File: config.mk
export PLATFORM = sky130hd
export DESIGN_NAME = uart_tx_param
export DESIGN_NICKNAME = d
export VERILOG_FILES = /design/src/rtl/uart_pkg.sv /design/src/rtl/uart_tx_fifo.sv /design/src/rtl/uart_tx_param.sv
export SDC_FILE = /design/constraint.sdc
export NUM_CORES = 1
export LEC_CHECK = 0
export ABC_AREA = 1
export ABC_CLOCK_PERIOD_IN_PS = 1750
export CAP_MARGIN = 20
export CORE_MARGIN = 3
export CORE_UTILIZATION = 50
export DETAILED_ROUTE_END_ITERATION = 12
export PLACE_DENSITY = 0.69
export SLEW_MARGIN = 20
export SYNTH_ARGS = -nofsm -noshare
export SYNTH_HDL_FRONTEND = slang
export SYNTH_HIERARCHICAL = 1
export SYNTH_SLANG_ARGS = --single-unit
File: constraint.sdc
create_clock -name CLK -period 1.75 [get_ports CLK]
set_input_delay 0.525 -clock CLK [delete_from_list [all_inputs] [get_ports CLK]]
set_output_delay 0.525 -clock CLK [all_outputs]
set_load 0.02 [all_outputs]
File: src/rtl/uart_pkg.sv
// rtl/uart_pkg.sv - shared FSM state type and line constants for the UART transmitter
package uart_pkg;

  typedef enum logic [2:0] {
    IDLE,
    START,
    DATA,
    PARITY,
    STOP
  } tx_state_e;

  localparam logic PAR_EVEN  = 1'b0;
  localparam logic PAR_ODD   = 1'b1;
  localparam logic LINE_IDLE = 1'b1;

endpackage

File: src/rtl/uart_tx_fifo.sv
// rtl/uart_tx_fifo.sv - synchronous frame FIFO with registered full/multi flags
// The head entry is the frame on the line; o_next exposes the entry behind it.
module uart_tx_fifo #(
  parameter int WIDTH = 8,
  parameter int DEPTH = 4
) (
  input  logic             i_clk,
  input  logic             i_rst_n,
  input  logic             i_push,
  input  logic [WIDTH-1:0] i_wdata,
  input  logic             i_pop,
  output logic [WIDTH-1:0] o_next,
  output logic             o_full,
  output logic             o_multi
);

  localparam int AW = $clog2(DEPTH);

  logic [WIDTH-1:0] r_mem [DEPTH];
  logic [AW-1:0]    r_wr_ptr;
  logic [AW-1:0]    r_rd_ptr;
  logic [AW-1:0]    w_rd_next;
  logic [AW:0]      r_count;
  logic [AW:0]      w_count_nxt;
  logic             r_full;
  logic             r_empty;
  logic             r_multi;
  logic             w_push;
  logic             w_pop;

  assign w_push = i_push && !r_full;
  assign w_pop  = i_pop && !r_empty;

  always_comb begin
    w_count_nxt = r_count;
    if (w_push && !w_pop) begin
      w_count_nxt = r_count + 1'b1;
    end else if (!w_push && w_pop) begin
      w_count_nxt = r_count - 1'b1;
    end
  end

  always_ff @(posedge i_clk or negedge i_rst_n) begin
    if (!i_rst_n) begin
      r_wr_ptr <= '0;
      r_rd_ptr <= '0;
      r_count  <= '0;
      r_full   <= 1'b0;
      r_empty  <= 1'b1;
      r_multi  <= 1'b0;
    end else begin
      if (w_push) begin
        r_wr_ptr <= r_wr_ptr + 1'b1;
      end
      if (w_pop) begin
        r_rd_ptr <= r_rd_ptr + 1'b1;
      end
      r_count <= w_count_nxt;
      r_full  <= (w_count_nxt == (AW+1)'(DEPTH));
      r_empty <= (w_count_nxt == '0);
      r_multi <= (w_count_nxt > (AW+1)'(1));
    end
  end

  always_ff @(posedge i_clk) begin
    if (w_push) begin
      r_mem[r_wr_ptr] <= i_wdata;
    end
  end

  assign w_rd_next = r_rd_ptr + 1'b1;
  assign o_next    = r_mem[w_rd_next];
  assign o_full    = r_full;
  assign o_multi   = r_multi;

endmodule

File: src/rtl/uart_tx_param.sv
// rtl/uart_tx_param.sv - parametrised UART transmitter (start/data/parity/stop, run-time prescale)
// Optional input FIFO enabled by defining UART_TX_FIFO_EN.
module uart_tx_param
  import uart_pkg::*;
#(
  parameter int DATA_WIDTH     = 8,
  parameter int PRESCALE_WIDTH = 8,
  parameter int FIFO_DEPTH     = 4
) (
  input  logic                      CLK,
  input  logic                      RST,
  input  logic [DATA_WIDTH-1:0]     P_DATA,
  input  logic                      DATA_VALID,
  input  logic                      PAR_EN,
  input  logic                      PAR_TYP,
  input  logic                      STOP_2,
  input  logic [PRESCALE_WIDTH-1:0] PRESCALE,
  output logic                      TX_OUT,
  output logic                      BUSY,
  output logic                      READY
);

  localparam int BW = $clog2(DATA_WIDTH);

  typedef struct packed {
    logic                      stop_2;
    logic                      par_typ;
    logic                      par_en;
    logic [PRESCALE_WIDTH-1:0] prescale;
    logic [DATA_WIDTH-1:0]     data;
  } frame_t;

  function automatic logic [PRESCALE_WIDTH-1:0] reload_of(input logic [PRESCALE_WIDTH-1:0] p);
    return (p == '0) ? '0 : p - 1'b1;
  endfunction

  tx_state_e                 r_state;
  tx_state_e                 w_state_nxt;
  logic                      r_tx;
  logic                      w_tx_nxt;
  logic                      r_busy;
  logic                      w_busy_nxt;
  logic [PRESCALE_WIDTH-1:0] r_pcnt;
  logic [PRESCALE_WIDTH-1:0] w_pcnt_nxt;
  logic [BW-1:0]             r_bitcnt;
  logic [BW-1:0]             w_bitcnt_nxt;
  logic [BW-1:0]             w_bitcnt_inc;
  logic                      r_stopcnt;
  logic                      w_stopcnt_nxt;
  logic [DATA_WIDTH-1:0]     r_data;
  logic                      r_par_en;
  logic                      r_par_typ;
  logic                      r_stop2;
  logic [PRESCALE_WIDTH-1:0] r_reload;
  logic                      w_load;
  frame_t                    w_load_frame;
  frame_t                    w_in;
  frame_t                    w_chain_src;
  logic                      w_chain;
  logic                      w_accept;
  logic                      w_bit_end;
  logic                      w_stop_done;
  logic                      w_parity;

  assign w_in         = {STOP_2, PAR_TYP, PAR_EN, PRESCALE, P_DATA};
  assign w_bit_end    = (r_pcnt == '0);
  assign w_stop_done  = w_bit_end && !(r_stop2 && !r_stopcnt);
  assign w_bitcnt_inc = r_bitcnt + 1'b1;
  assign w_parity     = (^r_data) ^ (r_par_typ == PAR_ODD);

`ifdef UART_TX_FIFO_EN
  logic   w_full;
  logic   w_multi;
  frame_t w_fifo_next;

  // The in-flight frame keeps its FIFO slot until its last stop bit ends.
  assign w_accept    = DATA_VALID && !w_full;
  assign READY       = !w_full;
  assign w_chain     = w_multi || w_accept;
  assign w_chain_src = w_multi ? w_fifo_next : w_in;

  uart_tx_fifo #(
    .WIDTH ($bits(frame_t)),
    .DEPTH (FIFO_DEPTH)
  ) u_fifo (
    .i_clk   (CLK),
    .i_rst_n (RST),
    .i_push  (w_accept),
    .i_wdata (w_in),
    .i_pop   ((r_state == STOP) && w_stop_done),
    .o_next  (w_fifo_next),
    .o_full  (w_full),
    .o_multi (w_multi)
  );
`else
  assign w_accept    = DATA_VALID && !r_busy;
  assign READY       = !r_busy;
  assign w_chain     = 1'b0;
  assign w_chain_src = w_in;
`endif

  always_comb begin
    w_state_nxt   = r_state;
    w_tx_nxt      = r_tx;
    w_busy_nxt    = r_busy;
    w_pcnt_nxt    = w_bit_end ? r_pcnt : r_pcnt - 1'b1;
    w_bitcnt_nxt  = r_bitcnt;
    w_stopcnt_nxt = r_stopcnt;
    w_load        = 1'b0;
    w_load_frame  = w_in;
    case (r_state)
      IDLE: begin
        w_tx_nxt   = LINE_IDLE;
        w_busy_nxt = 1'b0;
        if (w_accept) begin
          w_load      = 1'b1;
          w_state_nxt = START;
          w_tx_nxt    = 1'b0;
          w_busy_nxt  = 1'b1;
          w_pcnt_nxt  = reload_of(PRESCALE);
        end
      end
      START: begin
        if (w_bit_end) begin
          w_state_nxt  = DATA;
          w_bitcnt_nxt = '0;
          w_tx_nxt     = r_data[0];
          w_pcnt_nxt   = r_reload;
        end
      end
      DATA: begin
        if (w_bit_end) begin
          w_pcnt_nxt = r_reload;
          if (r_bitcnt == BW'(DATA_WIDTH - 1)) begin
            w_stopcnt_nxt = 1'b0;
            w_state_nxt   = r_par_en ? PARITY : STOP;
            w_tx_nxt      = r_par_en ? w_parity : LINE_IDLE;
          end else begin
            w_bitcnt_nxt = w_bitcnt_inc;
            w_tx_nxt     = r_data[w_bitcnt_inc];
          end
        end
      end
      PARITY: begin
        if (w_bit_end) begin
          w_state_nxt   = STOP;
          w_stopcnt_nxt = 1'b0;
          w_tx_nxt      = LINE_IDLE;
          w_pcnt_nxt    = r_reload;
        end
      end
      STOP: begin
        if (w_bit_end && !w_stop_done) begin
          w_stopcnt_nxt = 1'b1;
          w_pcnt_nxt    = r_reload;
        end else if (w_stop_done) begin
          if (w_chain) begin
            w_load       = 1'b1;
            w_load_frame = w_chain_src;
            w_state_nxt  = START;
            w_tx_nxt     = 1'b0;
            w_pcnt_nxt   = reload_of(w_chain_src.prescale);
          end else begin
            w_state_nxt = IDLE;
            w_tx_nxt    = LINE_IDLE;
            w_busy_nxt  = 1'b0;
          end
        end
      end
      default: begin
        w_state_nxt = IDLE;
        w_tx_nxt    = LINE_IDLE;
        w_busy_nxt  = 1'b0;
      end
    endcase
  end

  always_ff @(posedge CLK or negedge RST) begin
    if (!RST) begin
      r_state   <= IDLE;
      r_tx      <= LINE_IDLE;
      r_busy    <= 1'b0;
      r_pcnt    <= '0;
      r_bitcnt  <= '0;
      r_stopcnt <= 1'b0;
      r_data    <= '0;
      r_par_en  <= 1'b0;
      r_par_typ <= 1'b0;
      r_stop2   <= 1'b0;
      r_reload  <= '0;
    end else begin
      r_state   <= w_state_nxt;
      r_tx      <= w_tx_nxt;
      r_busy    <= w_busy_nxt;
      r_pcnt    <= w_pcnt_nxt;
      r_bitcnt  <= w_bitcnt_nxt;
      r_stopcnt <= w_stopcnt_nxt;
      if (w_load) begin
        r_data    <= w_load_frame.data;
        r_par_en  <= w_load_frame.par_en;
        r_par_typ <= w_load_frame.par_typ;
        r_stop2   <= w_load_frame.stop_2;
        r_reload  <= reload_of(w_load_frame.prescale);
      end
    end
  end

  assign TX_OUT = r_tx;
  assign BUSY   = r_busy;

endmodule

Yosys cells after proc, flatten, opt, wreduce, memory -nomap -nowiden:

Cells that the tools add are included.

* bits in read-only memories: 0
* word-level logic and storage cells: 91
* output and inout port bits: 3
* register bits after elaboration: 36
* bits of input ports: 22
* memories kept: 0
* bits in writable memories: 0
* bits in latches: 0

* $mul: 0
* equality and inequality tests: 14
* reduce and logical (&&, ||, !) cells: 20
* order comparisons: 1
* add/subtract/negate cells: 3
* bitwise gates (word level): 2
* multiplexer cells: 40
* divide/modulo/power cells: 0
* shifts and indexed selects: 0

Operators with widths (count)
* 2-to-1 mux 8 bit: 5
* 2-to-1 mux 3 bit: 11
* one-hot mux 8 bit (3 select lines): 1
* != test 2 bit, second input constant: 9
* 2-to-1 mux 1 bit: 17
* zero test 8 bit: 2
* subtractor 8 x 1 -> 8 bit, second input constant: 2
* one-hot mux 3 bit (5 select lines): 1
* AND reduction 5 bit: 2
* parity 8 bit: 1
* AND reduction 7 bit: 1
* == test 3 x 2 -> 1 bit, second input constant: 2
* == test 3 bit, second input constant: 2
* one-hot mux 1 bit (3 select lines): 2
* one-hot mux 3 bit (2 select lines): 1
* one-hot mux 1 bit (5 select lines): 1
* logical AND 1 bit: 4
* zero test 1 bit: 4
* less-than comparator 3 x 4 -> 1 bit, second input constant: 1
* AND reduction 4 bit: 1
* adder 3 x 1 -> 3 bit, second input constant: 1
* binary-select mux 1 bit (select 3 bit): 1
* == test 3 x 1 -> 1 bit, second input constant: 1
* zero test 3 bit: 1
* 6 further kinds: 6

Longest topological paths before layout:

* depth in word-level cells: 8
* mapped depth: 11
* mapped depth without buffers: 11

Least setup slack after synthesis:

No wires, ideal clock.

* path kind: input to register
* start point: input PRESCALE[0]
* end point: register r_pcnt[4]
* path buffers: 0
* data required time: 1.618 ns
* setup time: 0.132 ns
* arrival time: 1.588 ns
* path slack: 0.030 ns
* stages: 9
* cell sequence: inv_1 > ha_1 > nand3_1 > nor2_1 > nand2_1 > nor2_1 > a21oi_4 > o21ai_2 > o211ai_1

* longest elaborated chain between the ends: 4
* elaborated cells between the ends (all ways): 5
* classes of those cells: add/sub (1); mux (3); reduce/logical (1)

RTL lines
* start, declared: line uart_tx_param.sv:17 `input logic [PRESCALE_WIDTH-1:0] PRESCALE,`
* subtractor 8 x 1 -> 8 bit / zero test 8 bit (equally long branches)
* 2-to-1 mux 8 bit *
* 2-to-1 mux 8 bit *: line uart_tx_param.sv:115 `if (w_accept) begin`
* one-hot mux 8 bit (3 select lines) *: line uart_tx_param.sv:111 `case (r_state)`
* named net w_pcnt_nxt[4]: line uart_tx_param.sv:44 `logic [PRESCALE_WIDTH-1:0] w_pcnt_nxt;`
* end signal, assigned: line uart_tx_param.sv:195 `r_pcnt <= w_pcnt_nxt;`
* end, declared: line uart_tx_param.sv:43 `logic [PRESCALE_WIDTH-1:0] r_pcnt;`

The timed path passes the listed nets; every way through them passes the cells marked *.
A chain may end at the register's enable or synchronous reset.

Final worst setup path:

* start point: register r_pcnt[1]
* end point: register r_pcnt[0]

* longest elaborated chain between the ends: 6
* elaborated cells between the ends (all ways): 9
* classes of those cells: mux (5); reduce/logical (4)

RTL lines
* zero test 8 bit *: line uart_tx_param.sv:66 `assign w_bit_end = (r_pcnt == '0);`
* logical AND 1 bit: line uart_tx_param.sv:67 `assign w_stop_done = w_bit_end && !(r_stop2 && !r_stopcnt);`
* zero test 1 bit: line uart_tx_param.sv:153 `if (w_bit_end && !w_stop_done) begin`
* logical AND 1 bit: line uart_tx_param.sv:153
* 2-to-1 mux 8 bit: line uart_tx_param.sv:153
* one-hot mux 8 bit (3 select lines) *: line uart_tx_param.sv:111
* named net w_pcnt_nxt[0]: line uart_tx_param.sv:44

Marked as above.

==> impl_metrics.py <==
metrics = {
    "global_route": {
        "grt_start_max_net_pins": 37,
        "use_met3": 0.0416,
        "grtUsageMet1": 0.321,
        "grt_pass1_wl_mm": 8.95,
        "first_global_vias": 2017,
        "grt_antenna_before_repair": 0,
        "top_usage_layer": "met2",
        "global_route.usage.total": 0.219,
        "groute.layer.met2.usage": 0.330,
        "grt_overflow": 0,
    },
    "die": {
        "design.portCount": 25,
        "die_w_um": 72.4,
        "fp.dieH_um": 72.4,
        "fp-row-count": 23,
        "die_area_um2": 5240,
        "initial_util": 0.536,
        "coreArea_um2": 4120,
    },
    "yosys": {
        "ys_ff_latch": 36,
        "netlist.top_cell.by_area": "dfrtp_1",
        "synthesis.nets": 333,
        "synth.yosys.warnings": 6,
        "yosysSeqAreaShare": 0.409,
        "synthMostInstantiatedCell": "nand2_1",
        "yosys_most_used_dff": "dfrtp_1",
        "synth.cell_area_um2": 2210,
        "synth_top_cells_by_count": "90 x nand2_1, 50 x inv_1, 35 x dfrtp_1, 33 x o21ai_0, 21 x nor2_1",
        "synth_largest_type_area_fraction": 0.397,
        "synth_cell_types": 28,
        "synth_area_per_cell_um2": 7.21,
        "syn_inst": 306,
        "synth-edff-count": 0,
        "ys_async_rst_share": 1.00,
        "ys_top_cells_by_area": "dfrtp_1 40%, nand2_1 15%, inv_1 8.5%",
    },
    "clocking": {
        "clk_pin_slew_worst_paths_ns": 0.07,
        "clock_tree.root_cell": "clkbuf_8",
        "cts_tree": "built",
        "clockBufferDepth": 2,
        "cts_max_level": 2,
        "cts-buffers-inserted": 5,
        "clkSinkCount": 36,
        "cts_hold_repair_buffers": 0,
        "clock_insertion_delay_at_the_later_pin_of_the_skew_report_ns": 0.29,
    },
    "cells_and_area": {
        "layout-drive-gt1-share": 0.202,
        "syn2layout_area_growth_pct": 32.5,
        "layout.nets": 392,
        "fillers": 327,
        "insertedDiodeCount": 0,
        "finalNonFillerCells": 416,
    },
    "setup_path": {
        "required_ns": 1.92,
        "cp-start-kind": "flip-flop",
        "regToRegStartpoint": "r_pcnt[1]",
        "worst_path_max_delay_cell": "dfrtp_1",
        "regToRegSetupSlack_ns": 0.03,
        "depth_of_the_most_critical_reg_to_reg_path": 9,
        "cp_common_cell": "inv_2",
        "crit_path_cell_trace": "inv_2 > ha_4 > inv_2 > nor2_1 > nand4_1 > o21ai_1 > o211ai_1 > o21ai_0 > nand3b_1",
        "worst-path-buf-inv": 2,
        "regToRegEndpoint": "r_pcnt[0]",
        "crit_arrival_ns": 1.89,
        "critical_path.endpoint_type": "flip-flop",
        "timing.critical_path.max_delay_family": "compound AO/OA/AOI/OAI gates",
        "path_class": "reg -> reg",
        "crit_path_max_incr_delay_ns": 0.39,
        "crit_path_max_fanout": 5,
    },
    "sta": {
        "grt_setup_unrepaired": "true",
        "setup_ws_ns": 0.0299,
        "final_count_of_hold_timing_violations": 0,
        "setup-violations-final": 0,
        "finalClockSkew_ns": 0.00648,
        "clock.fmax_mhz": 581,
        "post_layout_min_period_ns": 1.72,
        "slew_violations": 0,
        "final_worst_path_period_share": 0.983,
        "tightest_slew_margin_relative_to_the_limit": 0.698,
        "fin_worst_hold_slack_ns": 0.262,
        "worst_slew_pin_slew_ns": 0.453,
    },
    "pwr": {
        "static-leakage-power_nw": 1.45,
        "final_power_mw": 4.81,
        "peakVddDrop_v": 0.000899,
        "power.density_cell_area_nw_per_um2": 1640,
    },
    "placement": {
        "io_buffer_count": 24,
        "total_instance_count_after_detailed_placement": 406,
        "placement.setup.worst_slack_ns": -0.513,
        "gp_congestion": 0.841,
        "dp_hpwl_mm": 3.91,
    },
    "drt": {
        "wl_per_cell_um": 12.7,
        "drc": 0,
        "postRouteAntennaNets": 0,
        "drt_pass_1_iters": 4,
        "detail_route.vias_per_cell": 5.02,
        "wirelength_mm": 5.27,
        "dr_total_vias": 2087,
        "drt-initial-drc-count": 161,
    },
    "min_path": {
        "min_path_type": "in -> async",
    },
    "outcome": {
        "run_status": "finished, final reports clean",
    },
    "flow_run": {
        "cap_violations": 0,
    },
}
==> sequential cells by signal, summed over array words and instances, names as in the netlist <==
name / cells
BUSY: 1
TX_OUT: 1
r_bitcnt: 3
r_data: 8
r_par_en: 1
r_par_typ: 1
r_pcnt: 8
r_reload: 8
r_state: 3
r_stop2: 1
r_stopcnt: 1
==> metal layers <==
| metal | part of all wire | vias to the layer above | wire length, um |
|---|---|---|---|
| li1 | - | 1094 | - |
| met1 | 0.51 | 943 | 2700 |
| met2 | 0.44 | 42 | 2300 |
| met3 | 0.036 | 8 | 191 |
| met4 | 0.014 | 0 | 74 |
| met5 | 0 | - | 0 |
==> through the flow <==
step	util	setup TNS, ns	cell area (um2)
2_1_floorplan	-	0	2210
3_3_place_gp	0.658	-6.55	2710
3_5_place_dp	0.658	-8.27	2710
4_1_cts	0.690	0	2840
5_1_grt	0.710	-0.983	2920
6_report	0.710	0	2920
==> report_power, final <==
part           leakage (nW)  internal (mW)  switching [mW]  total (mW)
Combinational         0.954           1.05            1.47        2.53
Sequential            0.445           1.24           0.316        1.55
Clock                0.0552          0.423           0.306       0.729
Total                  1.45           2.71            2.09        4.81
==> worst reg2reg max path: cells and delay by family, from the launching register on <==
kind	cells	cell delay (ns)
compound gates	3	0.58
fa+ha+maj	1	0.14
flops	1	0.39
buf+inv	2	0.12
simple gates	3	0.38
==> final cells by class <==
type                            count  area, um2  area share
Sequential cell                    36        902       0.309
Multi-Input combinational cell    215       1180       0.404
Clock buffer                        6       72.6      0.0248
Clock inverter                      2       35.0      0.0120
Inverter                           53        201      0.0689
Tap cell                           50       62.6      0.0214
Timing Repair Buffer               54        469       0.161
==> worst max path at each step <==
stage / from / to / depth (start not counted)
finish: r_pcnt[1] / r_pcnt[0] / 9
global route: r_pcnt[1] / r_pcnt[0] / 9
CTS: PRESCALE[2] / r_pcnt[7] / 9
detailed placement: PRESCALE[0] / r_reload[4] / 10
global placement: PRESCALE[0] / r_pcnt[6] / 10
floorplan: PRESCALE[0] / r_pcnt[4] / 9
==> cell families (layout without fill, tap and decap cells) <==
logic type / count (synthesis) / in the layout / share of synthesized area
buffers and inverters: 55 / 115 / 0.0947
flip-flops: 36 / 36 / 0.409
XOR/XNOR: 6 / 6 / 0.0238
adder cells (fa/ha/maj): 5 / 5 / 0.0284
AO/OA/AOI/OAI: 56 / 56 / 0.146
AND/OR/NAND/NOR: 148 / 148 / 0.298
==> repair_timing <==
| action | 4_1_cts | 5_1_grt |
|---|---|---|
| pin swaps | 4 | 10 |
| endpoints found under the setup margin | 20 | 22 |
| setup buffers | 1 | 2 |
| gates cloned | 0 | 0 |
| gates resized for setup | 14 | 23 |
==> cells in the final DEF (no fill, tap or decap), types with 2 or more instances in the layout <==
| cell type | n |
|---|---|
| o21ai_0 | 26 |
| nand3_1 | 20 |
| inv_2 | 7 |
| clkbuf_8 | 5 |
| nand3b_1 | 2 |
| dfrtp_1 | 35 |
| or2_2 | 2 |
| nor3_1 | 2 |
| a21oi_1 | 9 |
| buf_4 | 29 |
| dlygate4sd2_1 | 5 |
| o211ai_1 | 6 |
| clkdlybuf4s50_1 | 17 |
| nand3_2 | 2 |
| nand2_2 | 3 |
| xnor2_1 | 3 |
| nor2_4 | 5 |
| o21ai_1 | 6 |
| inv_1 | 45 |
| nand4_1 | 3 |
| ha_4 | 3 |
| nor2_2 | 2 |
| xor2_1 | 3 |
| nor3_2 | 2 |
| nor2_1 | 17 |
| nand2_1 | 87 |
| o21ai_2 | 5 |
Power figures use the tool's default switching activity.
